**config.mk**
```make
export PLATFORM = sky130hd
export DESIGN_NAME = ht_task_queue
export DESIGN_NICKNAME = d
export VERILOG_FILES = /design/src/rtl/ht_task_queue.sv
export SDC_FILE = /design/constraint.sdc
export NUM_CORES = 1
export LEC_CHECK = 0
export BUFFER_PORTS_ARGS = -buffer_cell sky130_fd_sc_hd__buf_4
export CORE_UTILIZATION = 60
export CTS_BUF_LIST = sky130_fd_sc_hd__clkbuf_4 sky130_fd_sc_hd__clkbuf_8
export CTS_CLUSTER_SIZE = 28
export DETAILED_ROUTE_END_ITERATION = 7
export GPL_TIMING_DRIVEN = 0
export PLACE_DENSITY = 0.77
export SKIP_LAST_GASP = 1
export SYNTH_ARGS = -nofsm -noshare
export SYNTH_HDL_FRONTEND = slang
export SYNTH_SLANG_ARGS = --single-unit
```
**constraint.sdc**
```tcl
create_clock -name clk_i -period 6.1 [get_ports clk_i]
set_input_delay 0.305 -clock clk_i [delete_from_list [all_inputs] [get_ports clk_i]]
set_output_delay 0.305 -clock clk_i [all_outputs]
set_load 0.005 [all_outputs]
```
**src/rtl/ht_task_queue.sv**
```systemverilog
// Elastic FIFO for hash-table tasks: DEPTH-entry RAM feeding a first-word-fall-through
// output register, with registered ready, fill level, almost-full and flush.
module ht_task_queue #(
  parameter int unsigned KEY_WIDTH   = 32,
  parameter int unsigned VALUE_WIDTH = 16,
  parameter int unsigned CMD_WIDTH   = 2,
  parameter int unsigned DEPTH       = 16,
  parameter int unsigned AFULL_LVL   = 12
) (
  input  logic                     clk_i,
  input  logic                     rst_i,
  input  logic                     flush_i,
  input  logic [KEY_WIDTH-1:0]     in_key_i,
  input  logic [VALUE_WIDTH-1:0]   in_value_i,
  input  logic [CMD_WIDTH-1:0]     in_cmd_i,
  input  logic                     in_valid_i,
  output logic                     in_ready_o,
  output logic [KEY_WIDTH-1:0]     out_key_o,
  output logic [VALUE_WIDTH-1:0]   out_value_o,
  output logic [CMD_WIDTH-1:0]     out_cmd_o,
  output logic                     out_valid_o,
  input  logic                     out_ready_i,
  output logic [$clog2(DEPTH):0]   used_o,
  output logic                     almost_full_o
);

  localparam int unsigned PtrW = $clog2(DEPTH);
  localparam int unsigned CntW = PtrW + 1;
  localparam int unsigned EntW = KEY_WIDTH + VALUE_WIDTH + CMD_WIDTH;
  localparam logic [CntW-1:0] FullCnt  = CntW'(DEPTH);
  localparam logic [CntW-1:0] AfullCnt = CntW'(AFULL_LVL);

  logic [EntW-1:0] mem_q [DEPTH];
  logic [PtrW-1:0] wptr_q, rptr_q;
  logic [CntW-1:0] ram_cnt_q, ram_cnt_d;
  logic [CntW-1:0] used_q, used_d;
  logic [EntW-1:0] out_q, out_d;
  logic            out_valid_q, out_valid_d;
  logic            in_ready_q;
  logic            afull_q;

  logic            push, pop, load_out, ram_empty, take_in, ram_wr, ram_rd;
  logic [EntW-1:0] in_entry;

  assign in_entry = {in_key_i, in_value_i, in_cmd_i};
  // Ready is held low for as long as reset is applied, registered otherwise.
  assign in_ready_o = in_ready_q & ~rst_i;
  assign push       = in_valid_i & in_ready_o;
  assign pop        = out_valid_q & out_ready_i;

  assign {out_key_o, out_value_o, out_cmd_o} = out_q;
  assign out_valid_o   = out_valid_q;
  assign used_o        = used_q;
  assign almost_full_o = afull_q;

  // Next-state: refill the output register from RAM first, else straight from the input.
  always_comb begin
    load_out    = ~out_valid_q | pop;
    ram_empty   = (ram_cnt_q == '0);
    take_in     = push & load_out & ram_empty;
    ram_wr      = push & ~take_in;
    ram_rd      = load_out & ~ram_empty;
    out_d       = out_q;
    out_valid_d = out_valid_q;
    if (ram_rd) begin
      out_d       = mem_q[rptr_q];
      out_valid_d = 1'b1;
    end else if (take_in) begin
      out_d       = in_entry;
      out_valid_d = 1'b1;
    end else if (load_out) begin
      out_valid_d = 1'b0;
    end

    ram_cnt_d = ram_cnt_q;
    if (ram_wr && !ram_rd) begin
      ram_cnt_d = ram_cnt_q + CntW'(1);
    end else if (ram_rd && !ram_wr) begin
      ram_cnt_d = ram_cnt_q - CntW'(1);
    end

    used_d = used_q;
    if (push && !pop && used_q != FullCnt) begin
      used_d = used_q + CntW'(1);
    end else if (pop && !push && used_q != '0) begin
      used_d = used_q - CntW'(1);
    end
  end

  // Control state with reset over flush over normal operation.
  always_ff @(posedge clk_i) begin
    if (rst_i || flush_i) begin
      wptr_q      <= '0;
      rptr_q      <= '0;
      ram_cnt_q   <= '0;
      used_q      <= '0;
      out_q       <= '0;
      out_valid_q <= 1'b0;
      in_ready_q  <= 1'b1;
      afull_q     <= 1'b0;
    end else begin
      if (ram_wr) wptr_q <= wptr_q + PtrW'(1);
      if (ram_rd) rptr_q <= rptr_q + PtrW'(1);
      ram_cnt_q   <= ram_cnt_d;
      used_q      <= used_d;
      out_q       <= out_d;
      out_valid_q <= out_valid_d;
      in_ready_q  <= (used_d != FullCnt);
      afull_q     <= (used_d >= AfullCnt);
    end
  end

  // Task storage; contents are don't-care after reset or flush.
  always_ff @(posedge clk_i) begin
    if (ram_wr) begin
      mem_q[wptr_q] <= in_entry;
    end
  end

`ifndef SYNTHESIS
  // Producer must hold a stalled task, unchanged, until it is accepted.
  a_valid_held : assert property (@(posedge clk_i) disable iff (rst_i || flush_i)
    (in_valid_i && !in_ready_o) |=> in_valid_i);
  a_data_stable : assert property (@(posedge clk_i) disable iff (rst_i || flush_i)
    (in_valid_i && !in_ready_o) |=> $stable(in_entry));
`endif

endmodule

```
==> impl_metrics.toml <==
[status]
status = "finished, final reports clean"

[layout]
syn2layout_area_growth_pct = 17.7
post-route-util_pct = 71.3
n_antenna_cell = 0
layout-drive-gt1-share_pct = 33.9
n_fill_cell = 3247
final_common_cell = "edfxtp_1"
nNetsFinal = 2094
layout_common_cells = "edfxtp_1 (800), mux4_2 (200), clkbuf_8 (156)"
fin_cells = 2897

[route]
drt_iter0_markers = 1913
wl_per_cell_um = 26.9
via_count = 18200
route.met2.wl_um = 38700
drc = 0
vias_per_cell = 6.28
ant_nets = 0
wl_um = 78000
firstDrtPassIters = 6
met3WireLength_um = 7310
m1WireLength_um = 30300
highest_layer = "met4"

[placement]
port_buffers = 112
hpwlAfterDp_um = 48600
place_congestion = 0.787
dp.cells = 2594

[power_and_ir_drop]
p_per_area_nw_per_um2 = 391
p_leak_uw = 0.0132
total_power_uw = 15700
ir_drop_mv = 0.268

[sta]
clock_skew_ps = 44.4
finalMaxSlewViolations = 0
hold_violations = 0
fin_crit_sh_pct = 50.8
rsz0062_at_grt = "no"
slew_headroom_pct = 2.82
fin_tns_setup_ps = 0
final.min_clock_period_ps = 3100
hold-worst-slack_ps = 101
worst_pin_slew_ps = 1450
setup_violations = 0
fmax_mhz = 322

[clock_network]
path_clk_slew_ps = 60
clock-sinks = 875
postCtsSetupBuffers = 0
cts_buffer_depth = 3
cts_resized = 0
cts_tree = "built"
cts-root-buf = "clkbuf_8"
cts_inserted_buffers = 137
htree_levels = 4
clock_latency_ps = 790

[grt]
grt_pass1_vias = 18700
antenna_found_initial = 0
grt.overflow.total = 0
grt_max_degree = 25
grt_pass1_wl_um = 116000
grt_usage_pct = 28.0

[critical_path]
path_buf_inv = 4
timing.reg2reg.setup_slack_ps = 3000
setup.worst_path.end_class = "flip-flop"
crit_top_cell = "buf_6"
slowest_stage = "nor3_2"
r2r-start = "out_valid_o"
crit_path_start_kind = "flip-flop"
cp_max_fo = 8
crit_type = "reg -> reg"
r2r_cells = 8
critPathMaxStageDelay_ps = 630
r2r-end = "mem_q[2][32]"
crit_family = "simple AND/OR/NAND/NOR gates"
crit_chain = "nor2b_1 > o31a_1 > buf_2 > nand2_1 > nor3_2 > buf_6 > buf_6 > buf_6"
cp.arrival_ps = 3570
cp.required_ps = 6570

[die]
die_h_um = 240
rows = 87
start_util_pct = 60.6
core_region_area_um2 = 56300
die_area_um2 = 57800
design.portCount = 113
die_w_um = 240

[synthesis]
synth_top_area_cell = "edfxtp_1"
muxShareOfSynthArea_pct = 16.4
ys_seq_elements = 875
synth_nets = 1743
ys_async_sr_fraction_pct = 0
synth_cells = 1677
synth-simple-area-share_pct = 1.73
synth_edf_count = 800
synth_xor_area_share_pct = 0.334
syn_area_um2 = 34100
synthAdderAreaFrac_pct = 0.426
synth_top_area_share_pct = 70.5
synth.distinct_cells = 56
synth_top_family_by_area = "multiplexers"
ys_warn_count = 0
seq_area_frac_synth_pct = 74.9
synthTopCellsByArea = "edfxtp_1 (70%), mux4_2 (13%), dfxtp_1 (4.4%)"
syn_avg_cell_area_um2 = 20.3
synth_compound_area_share_pct = 4.37
ys.flop_type = "edfxtp_1"

[min_path]
hold_class = "in -> reg"
min_to = "used_o[4]"
hold_depth = 5
worstHoldStart = "flush_i"

[job]
maxCapViolCount = 0
-- worst min-delay path: cells and delay by family --
| kind | cells | cell delay (ps) |
|---|---|---|
| buf+inv | 2 | 170 |
| simple gates | 2 | 160 |
| compound gates | 1 | 180 |
-- state kept, by name, indices dropped and copies added (netlist names), named ones only --
name and flops:
almost_full_o 1, in_ready_q 1, mem_q 800, out_q 50
out_valid_o 1, ram_cnt_q 5, rptr_q 4, used_o 5
wptr_q 4
-- timing repair --
item / 4_1_cts / 5_1_grt
hold buffers: 51 / 0
setup endpoints to repair: 0 / 0
endpoints found under the hold margin: 801 / 0
-- stage by stage --
stage	instance area (um2)	setup WS (ps)
floorplan	34100	1090
global placement	35900	-3000
detailed placement	36800	3010
CTS	40100	3010
global route	40100	2860
finish	40100	3000
-- layout make-up --
type                            instances  area (um2)  area share (%)
Sequential cell                       875       25500            63.6
Timing Repair Buffer                  212        2170            5.41
Buffer                                104         609            1.52
Clock buffer                          199        2470            6.16
Multi-Input combinational cell        690        8040            20.0
Clock inverter                         53         330           0.823
Inverter                                8        30.0          0.0749
Tap cell                              756         946            2.36
-- how the worst max path moves through the flow --
stage | cells past startpoint | endpoint | from
finish | 8 | mem_q[2][32] | out_valid_o
floorplan | 5 | mem_q[0][0] | out_valid_o
detailed placement | 8 | mem_q[2][35] | out_valid_o
CTS | 8 | mem_q[2][35] | out_valid_o
global placement | 5 | mem_q[2][38] | out_valid_o
global route | 8 | mem_q[2][35] | out_valid_o
-- cells by family (layout without fill, tap and decap cells) --
kind of cell / count (synthesis) / after routing
AND/OR/NAND/NOR: 132 / 132
flip-flops: 875 / 875
XOR/XNOR: 13 / 13
adder cells (fa/ha/maj): 11 / 11
AO/OA/AOI/OAI: 232 / 232
multiplexers: 302 / 302
buffers and inverters: 112 / 576
-- cell usage after synthesis (8+ instances only) --
library cell	n
edfxtp_1	800
mux4_2	200
dfxtp_1	75
nand2_1	65
a21oi_1	59
mux2i_1	53
o21ai_0	51
mux2_2	49
o21ai_1	49
o311a_1	49
buf_2	37
clkbuf_1	36
nor2_1	35
buf_6	17
buf_4	12
ha_1	10
xnor2_1	9
inv_1	8
-- routing by layer --
layer / up-vias / track usage [%]
met3: 139 / 7.22
li1: 7667 / -
met5: - / 0
met2: 982 / 44.9
met1: 9407 / 38.2
met4: 0 / 8.78
-- power by group --
group	internal, uW	leakage (uW)	switching, uW
logic	1540	0.00396	2220
registers	6820	0.00780	180
clock network	2730	0.00148	2220
total	11100	0.0132	4610
Note: power is estimated with default switching activity, not from simulation.
